$ cat src/rtl/operand_queue.sv
// operand_queue: A/B operand select feeding a DEPTH-entry valid/ready FIFO.
// Define OPERAND_FWD_EN to forward write-back data into rs1/rs2 at push time.
module operand_queue #(
   parameter int WIDTH = 32,
   parameter int DEPTH = 4,
   parameter int CNTW  = $clog2(DEPTH + 1)
) (
   input  logic             clk,
   input  logic             reset,
   input  logic             flush,
   input  logic             in_valid,
   output logic             in_ready,
   input  logic [WIDTH-1:0] inRs1,
   input  logic [WIDTH-1:0] inBusA,
   input  logic [WIDTH-1:0] inPC,
   input  logic [WIDTH-1:0] inRs2,
   input  logic [WIDTH-1:0] inBusB,
   input  logic [WIDTH-1:0] inImm,
   input  logic [1:0]       Asel,
   input  logic [1:0]       Bsel,
`ifdef OPERAND_FWD_EN
   input  logic [4:0]       rs1_idx,
   input  logic [4:0]       rs2_idx,
   input  logic             wb_en,
   input  logic [4:0]       wb_idx,
   input  logic [WIDTH-1:0] wb_data,
`endif
   output logic             out_valid,
   input  logic             out_ready,
   output logic [WIDTH-1:0] Aout,
   output logic [WIDTH-1:0] Bout,
   output logic [CNTW-1:0]  count
);

   localparam int PW = $clog2(DEPTH);

   logic [WIDTH-1:0] mem_a [DEPTH];
   logic [WIDTH-1:0] mem_b [DEPTH];
   logic [PW-1:0]    wr_ptr;
   logic [PW-1:0]    rd_ptr;
   logic             push;
   logic             pop;
   logic [WIDTH-1:0] rs1_val;
   logic [WIDTH-1:0] rs2_val;
   logic [WIDTH-1:0] a_nxt;
   logic [WIDTH-1:0] b_nxt;

`ifdef OPERAND_FWD_EN
   // x0 is never forwarded; it always reads zero from the regfile
   assign rs1_val = (wb_en && wb_idx == rs1_idx && wb_idx != 5'd0)
                    ? wb_data : inRs1;
   assign rs2_val = (wb_en && wb_idx == rs2_idx && wb_idx != 5'd0)
                    ? wb_data : inRs2;
`else
   assign rs1_val = inRs1;
   assign rs2_val = inRs2;
`endif

   always_comb begin
      a_nxt = '0;
      case (Asel)
         2'b00:   a_nxt = rs1_val;
         2'b01:   a_nxt = inBusA;
         2'b10:   a_nxt = inPC;
         default: a_nxt = '0;
      endcase
   end

   always_comb begin
      b_nxt = '0;
      case (Bsel)
         2'b00:   b_nxt = rs2_val;
         2'b01:   b_nxt = inBusB;
         2'b10:   b_nxt = inImm;
         default: b_nxt = WIDTH'(4);
      endcase
   end

   assign in_ready  = (count != CNTW'(DEPTH));
   assign out_valid = (count != '0);
   assign push      = in_valid && in_ready;
   assign pop       = out_valid && out_ready;
   assign Aout      = mem_a[rd_ptr];
   assign Bout      = mem_b[rd_ptr];

   always_ff @(posedge clk) begin
      if (reset) begin
         wr_ptr <= '0;
         rd_ptr <= '0;
         count  <= '0;
         for (int i = 0; i < DEPTH; i++) begin
            mem_a[i] <= '0;
            mem_b[i] <= '0;
         end
      end else if (flush) begin
         wr_ptr <= '0;
         rd_ptr <= '0;
         count  <= '0;
      end else begin
         if (push) begin
            mem_a[wr_ptr] <= a_nxt;
            mem_b[wr_ptr] <= b_nxt;
            wr_ptr        <= wr_ptr + PW'(1);
         end
         if (pop) begin
            rd_ptr <= rd_ptr + PW'(1);
         end
         if (push && !pop) begin
            count <= count + CNTW'(1);
         end else if (pop && !push) begin
            count <= count - CNTW'(1);
         end
      end
   end

endmodule

$ cat config.mk
export PLATFORM = sky130hd
export DESIGN_NAME = operand_queue
export DESIGN_NICKNAME = d
export VERILOG_FILES = /design/src/rtl/operand_queue.sv
export SDC_FILE = /design/constraint.sdc
export NUM_CORES = 1
export LEC_CHECK = 0
export CORE_MARGIN = 2
export CORE_UTILIZATION = 51
export DETAILED_ROUTE_END_ITERATION = 6
export PLACE_DENSITY = 0.81
export SKIP_LAST_GASP = 1
export SLEW_MARGIN = 20
export SYNTH_ARGS = -nofsm -noshare
export SYNTH_HDL_FRONTEND = slang
export SYNTH_SLANG_ARGS = --single-unit
export TNS_END_PERCENT = 50
$ cat constraint.sdc
create_clock -name clk -period 3.7 [get_ports clk]
set_input_delay 0.925 -clock clk [delete_from_list [all_inputs] [get_ports clk]]
set_output_delay 0.925 -clock clk [all_outputs]
set_load 0.02 [all_outputs]
==> flow_summary.html <==
<table>
<tr><th>Metric</th><th>Value</th></tr>
<tr><th colspan="2">Layout</th></tr>
<tr><td>Total inserted antenna cells</td><td>0</td></tr>
<tr><td>NumNets Final</td><td>1,299</td></tr>
<tr><td>Count of filler cells inserted in the layout</td><td>1,654</td></tr>
<tr><td>Layout cells sized above 1</td><td>0.151</td></tr>
<tr><td>Synthesis-to-finish area growth</td><td>33.1%</td></tr>
<tr><td>Fin area</td><td>16,200 sq um</td></tr>
<tr><td>Final core utilization</td><td>0.692</td></tr>
<tr><th colspan="2">Min path</th></tr>
<tr><td>Hold WC Path Type</td><td>flop to flop</td></tr>
<tr><th colspan="2">Setup path</th></tr>
<tr><td>Start-to-end type of the worst setup path</td><td>flop to primary output</td></tr>
<tr><td>Data arrival time of the critical path</td><td>2460 ps</td></tr>
<tr><td>WP data required</td><td>2770 ps</td></tr>
<tr><td>Type of element launching the critical path</td><td>flop</td></tr>
<tr><td>Maximum net fanout on the critical path</td><td>33</td></tr>
<tr><td>Critical path capture point type</td><td>primary output</td></tr>
<tr><td>Cell with the largest stage delay on the worst path</td><td>sky130_fd_sc_hd__mux4_2</td></tr>
<tr><td>Largest stage delay on the critical path</td><td>590 ps</td></tr>
<tr><td>Critical path, cell by cell</td><td>buf_12 &gt; mux4_2 &gt; clkdlybuf4s50_1</td></tr>
<tr><th colspan="2">Route</th></tr>
<tr><td>Via count normalized by instance count</td><td>5.57</td></tr>
<tr><td>Final ANT Viol Nets</td><td>0</td></tr>
<tr><td>Via count of the routed design</td><td>7,986</td></tr>
<tr><td>Detailed-router iteration count before antenna repair</td><td>5</td></tr>
<tr><td>Iteration-0 DRC count of the detailed router</td><td>601</td></tr>
<tr><td>Number of DRC violations after detailed routing</td><td>0</td></tr>
<tr><td>Post-DR wirelength/cell</td><td>20.3 um</td></tr>
<tr><td>Detailed Route WL</td><td>29,200 um</td></tr>
<tr><th colspan="2">Placed design</th></tr>
<tr><td>Area after detailed placement</td><td>15,300 sq um</td></tr>
<tr><td>Gp weighted congestion</td><td>0.721</td></tr>
<tr><td>HPWL Detailed</td><td>19,000 um</td></tr>
<tr><td>Number of buffer cells added on primary ports</td><td>269</td></tr>
<tr><th colspan="2">Clocking</th></tr>
<tr><td>Num CTS Buffers</td><td>27</td></tr>
<tr><td>Setup fix buffers added after clock tree synthesis</td><td>0</td></tr>
<tr><td>Clock slew at the register clock pins of the worst setup and hold paths</td><td>60 ps</td></tr>
<tr><td>Worst-skew pair later-pin latency</td><td>520 ps</td></tr>
<tr><td>CTS H-tree lvls</td><td>1</td></tr>
<tr><td>TritonCTS clock tree</td><td>yes</td></tr>
<tr><td>Number of gates given a new drive strength after cts</td><td>0</td></tr>
<tr><td>Total number of clock tree sinks</td><td>265</td></tr>
<tr><td>Hold buffer count at cts</td><td>0</td></tr>
<tr><td>Maximum root-to-sink buffer count</td><td>3</td></tr>
<tr><td>Clock Root Buffer</td><td>sky130_fd_sc_hd__clkbuf_16</td></tr>
<tr><th colspan="2">Pwr</th></tr>
<tr><td>Leakage</td><td>5.93 nW</td></tr>
<tr><td>Highest ir drop seen on vdd</td><td>342 uV</td></tr>
<tr><td>Pwr per Cell Area</td><td>445 nW/um^2</td></tr>
<tr><th colspan="2">Yosys</th></tr>
<tr><td>Synth warn</td><td>0</td></tr>
<tr><td>Net count after synthesis</td><td>1,036</td></tr>
<tr><td>Share of flip-flops with an asynchronous set or reset</td><td>0</td></tr>
<tr><td>Commonest cells in the netlist</td><td>sky130_fd_sc_hd__nor2_1, sky130_fd_sc_hd__edfxtp_1, sky130_fd_sc_hd__mux2i_1, sky130_fd_sc_hd__mux4_2, sky130_fd_sc_hd__buf_2</td></tr>
<tr><td>Post-synthesis cell area</td><td>12,200 sq um</td></tr>
<tr><td>Cells after Synth</td><td>833</td></tr>
<tr><td>Number of distinct library cells after synthesis</td><td>36</td></tr>
<tr><td>Per-instance average area after synthesis</td><td>14.6 sq um</td></tr>
<tr><td>Number of synthesized flops with an enable pin</td><td>256</td></tr>
<tr><td>Area share of the largest cell type after synthesis</td><td>0.630</td></tr>
<tr><td>Leading post-synthesis cells by cell area</td><td>sky130_fd_sc_hd__edfxtp_1, sky130_fd_sc_hd__mux4_2, sky130_fd_sc_hd__nor2_1</td></tr>
<tr><td>Number of storage elements in the synthesis netlist</td><td>265</td></tr>
<tr><td>Most instantiated flip-flop cell in the synthesis netlist</td><td>sky130_fd_sc_hd__edfxtp_1</td></tr>
<tr><td>Area leader, netlist</td><td>sky130_fd_sc_hd__edfxtp_1</td></tr>
<tr><td>Share of the yosys chip area belonging to registers</td><td>0.645</td></tr>
<tr><td>Library cell with the highest instance count after synthesis</td><td>sky130_fd_sc_hd__nor2_1</td></tr>
<tr><th colspan="2">STA</th></tr>
<tr><td>Final worst clock skew</td><td>15.7 ps</td></tr>
<tr><td>Max Clk Rate</td><td>295 MHz</td></tr>
<tr><td>Setup Viol. Count Final</td><td>0</td></tr>
<tr><td>Setup TNS</td><td>0 ps</td></tr>
<tr><td>Worst Hold Slack</td><td>512 ps</td></tr>
<tr><td>Total count of hold-check failures in the final report</td><td>0</td></tr>
<tr><td>Worst-case headroom to the max-slew limit</td><td>0.460</td></tr>
<tr><td>Final Cycle Share</td><td>0.916</td></tr>
<tr><td>Slew of the pin with the lowest slew margin</td><td>808 ps</td></tr>
<tr><td>Final-report max-slew violation count</td><td>0</td></tr>
<tr><td>Unrepaired setup endpoints after global routing</td><td>false</td></tr>
<tr><td>Post-layout minimum cycle time</td><td>3390 ps</td></tr>
<tr><th colspan="2">Global routing</th></tr>
<tr><td>Vias in the first global route</td><td>8,523</td></tr>
<tr><td>First-pass GRT wire length</td><td>45,000 um</td></tr>
<tr><td>Number of antenna violations at the first check in global routing</td><td>0</td></tr>
<tr><td>Total Routing Usage GR</td><td>0.235</td></tr>
<tr><td>Overflow after GRT</td><td>0</td></tr>
<tr><td>Largest net degree at the start of global routing</td><td>38</td></tr>
<tr><th colspan="2">Floorplanning</th></tr>
<tr><td>Total Die Area</td><td>25,200 sq um</td></tr>
<tr><td># rows</td><td>56</td></tr>
<tr><td>Die Wd</td><td>159 um</td></tr>
<tr><td>Vert. Die Dim</td><td>159 um</td></tr>
<tr><td>Effective utilization at floorplan</td><td>0.520</td></tr>
<tr><td>Area of the core region</td><td>23,500 sq um</td></tr>
<tr><td>Top-Level Pins</td><td>270</td></tr>
<tr><th colspan="2">Job</th></tr>
<tr><td>Max-capacitance violation count</td><td>0</td></tr>
<tr><th colspan="2">Run status</th></tr>
<tr><td>Outcome</td><td>finished, final reports clean</td></tr>
</table>
## layout make-up
cell class | count | area, sq um | share of cell area
Clock buffer | 34 | 732 | 0.0451
Clock inverter | 15 | 175 | 0.0108
Inverter | 3 | 11.3 | 0.000693
Multi-Input combinational cell | 502 | 4060 | 0.250
Sequential cell | 265 | 7880 | 0.485
Tap cell | 319 | 399 | 0.0246
Timing Repair Buffer | 297 | 2990 | 0.184
## where the power goes
group / total (W) / internal, W / switching [W] / leakage [nW]
combinational: 0.00100 / 0.000529 / 0.000475 / 2.76
sequential: 0.00348 / 0.00343 / 0.0000479 / 2.73
clock: 0.00275 / 0.00167 / 0.00108 / 0.443
total: 0.00723 / 0.00563 / 0.00160 / 5.93
## critical path, delay by kind of cell (launching register included)
kind / cells / cell delay, ps
flip-flops: 1 / 460
multiplexers: 1 / 590
buffers and inverters: 2 / 870
## layer usage
layer / routed length, um / global-route usage
met1: 11300 / 0.300
met2: 15400 / 0.425
met3: 1910 / 0.0321
met4: 567 / 0.0566
met5: 0 / 0
## state kept, by name (all words and copies together), names as in the netlist, named ones only
signal  cells
count       3
mem_b     128
wr_ptr      2
mem_a     128
rd_ptr      2
## through the flow
step                std cells  total power (W)  setup slack (ps)
floorplan                 833          0.00405               198
global placement         1386          0.00453               607
detailed placement       1386          0.00455               528
CTS                      1435          0.00729               277
global route             1435          0.00747               197
finish                   1435          0.00723               313
## layout by cell type, fill, tap and decap left out, types with 2 or more instances in the layout
cell type	n
sky130_fd_sc_hd__a31o_4	2
sky130_fd_sc_hd__bufinv_16	4
sky130_fd_sc_hd__edfxtp_1	256
sky130_fd_sc_hd__buf_2	3
sky130_fd_sc_hd__clkbuf_1	4
sky130_fd_sc_hd__nand3_2	2
sky130_fd_sc_hd__nand2b_4	2
sky130_fd_sc_hd__xor2_1	4
sky130_fd_sc_hd__inv_1	3
sky130_fd_sc_hd__clkinv_1	5
sky130_fd_sc_hd__o21ai_0	2
sky130_fd_sc_hd__buf_12	8
sky130_fd_sc_hd__clkdlybuf4s50_1	266
sky130_fd_sc_hd__buf_4	20
sky130_fd_sc_hd__clkbuf_16	27
sky130_fd_sc_hd__a211oi_1	2
sky130_fd_sc_hd__mux4_2	64
sky130_fd_sc_hd__nand3_1	5
sky130_fd_sc_hd__clkbuf_8	3
sky130_fd_sc_hd__nor2b_1	2
sky130_fd_sc_hd__or3_1	2
sky130_fd_sc_hd__nand2_1	5
sky130_fd_sc_hd__nor2_1	263
sky130_fd_sc_hd__clkinv_2	4
sky130_fd_sc_hd__a2bb2oi_1	42
sky130_fd_sc_hd__nand4_1	4
sky130_fd_sc_hd__mux2_2	22
sky130_fd_sc_hd__dfxtp_4	2
sky130_fd_sc_hd__dfxtp_1	7
sky130_fd_sc_hd__mux2i_1	64
## kinds of logic after synthesis
family / after synthesis / synth area share
simple gates: 293 / 0.0970
flops: 265 / 0.645
mux: 150 / 0.191
buf+inv: 66 / 0.0251
compound gates: 53 / 0.0365
xor+xnor: 4 / 0.00287
fa+ha+maj: 2 / 0.00267
## final timing paths
check                           endpoint  depth (start not counted)  slack (ps)                   start
hold / removal    wr_ptr[0]$_SDFFE_PP0P_                          2         510  wr_ptr[0]$_SDFFE_PP0P_
setup reg to reg   count[2]$_SDFFE_PP0P_                          8        1140   count[0]$_SDFFE_PP0P_
setup / recovery                Bout[11]                          3         310                    flop
hold reg to reg   wr_ptr[0]$_SDFFE_PP0P_                          2         510  wr_ptr[0]$_SDFFE_PP0P_
(Power assumes the default switching activity.)
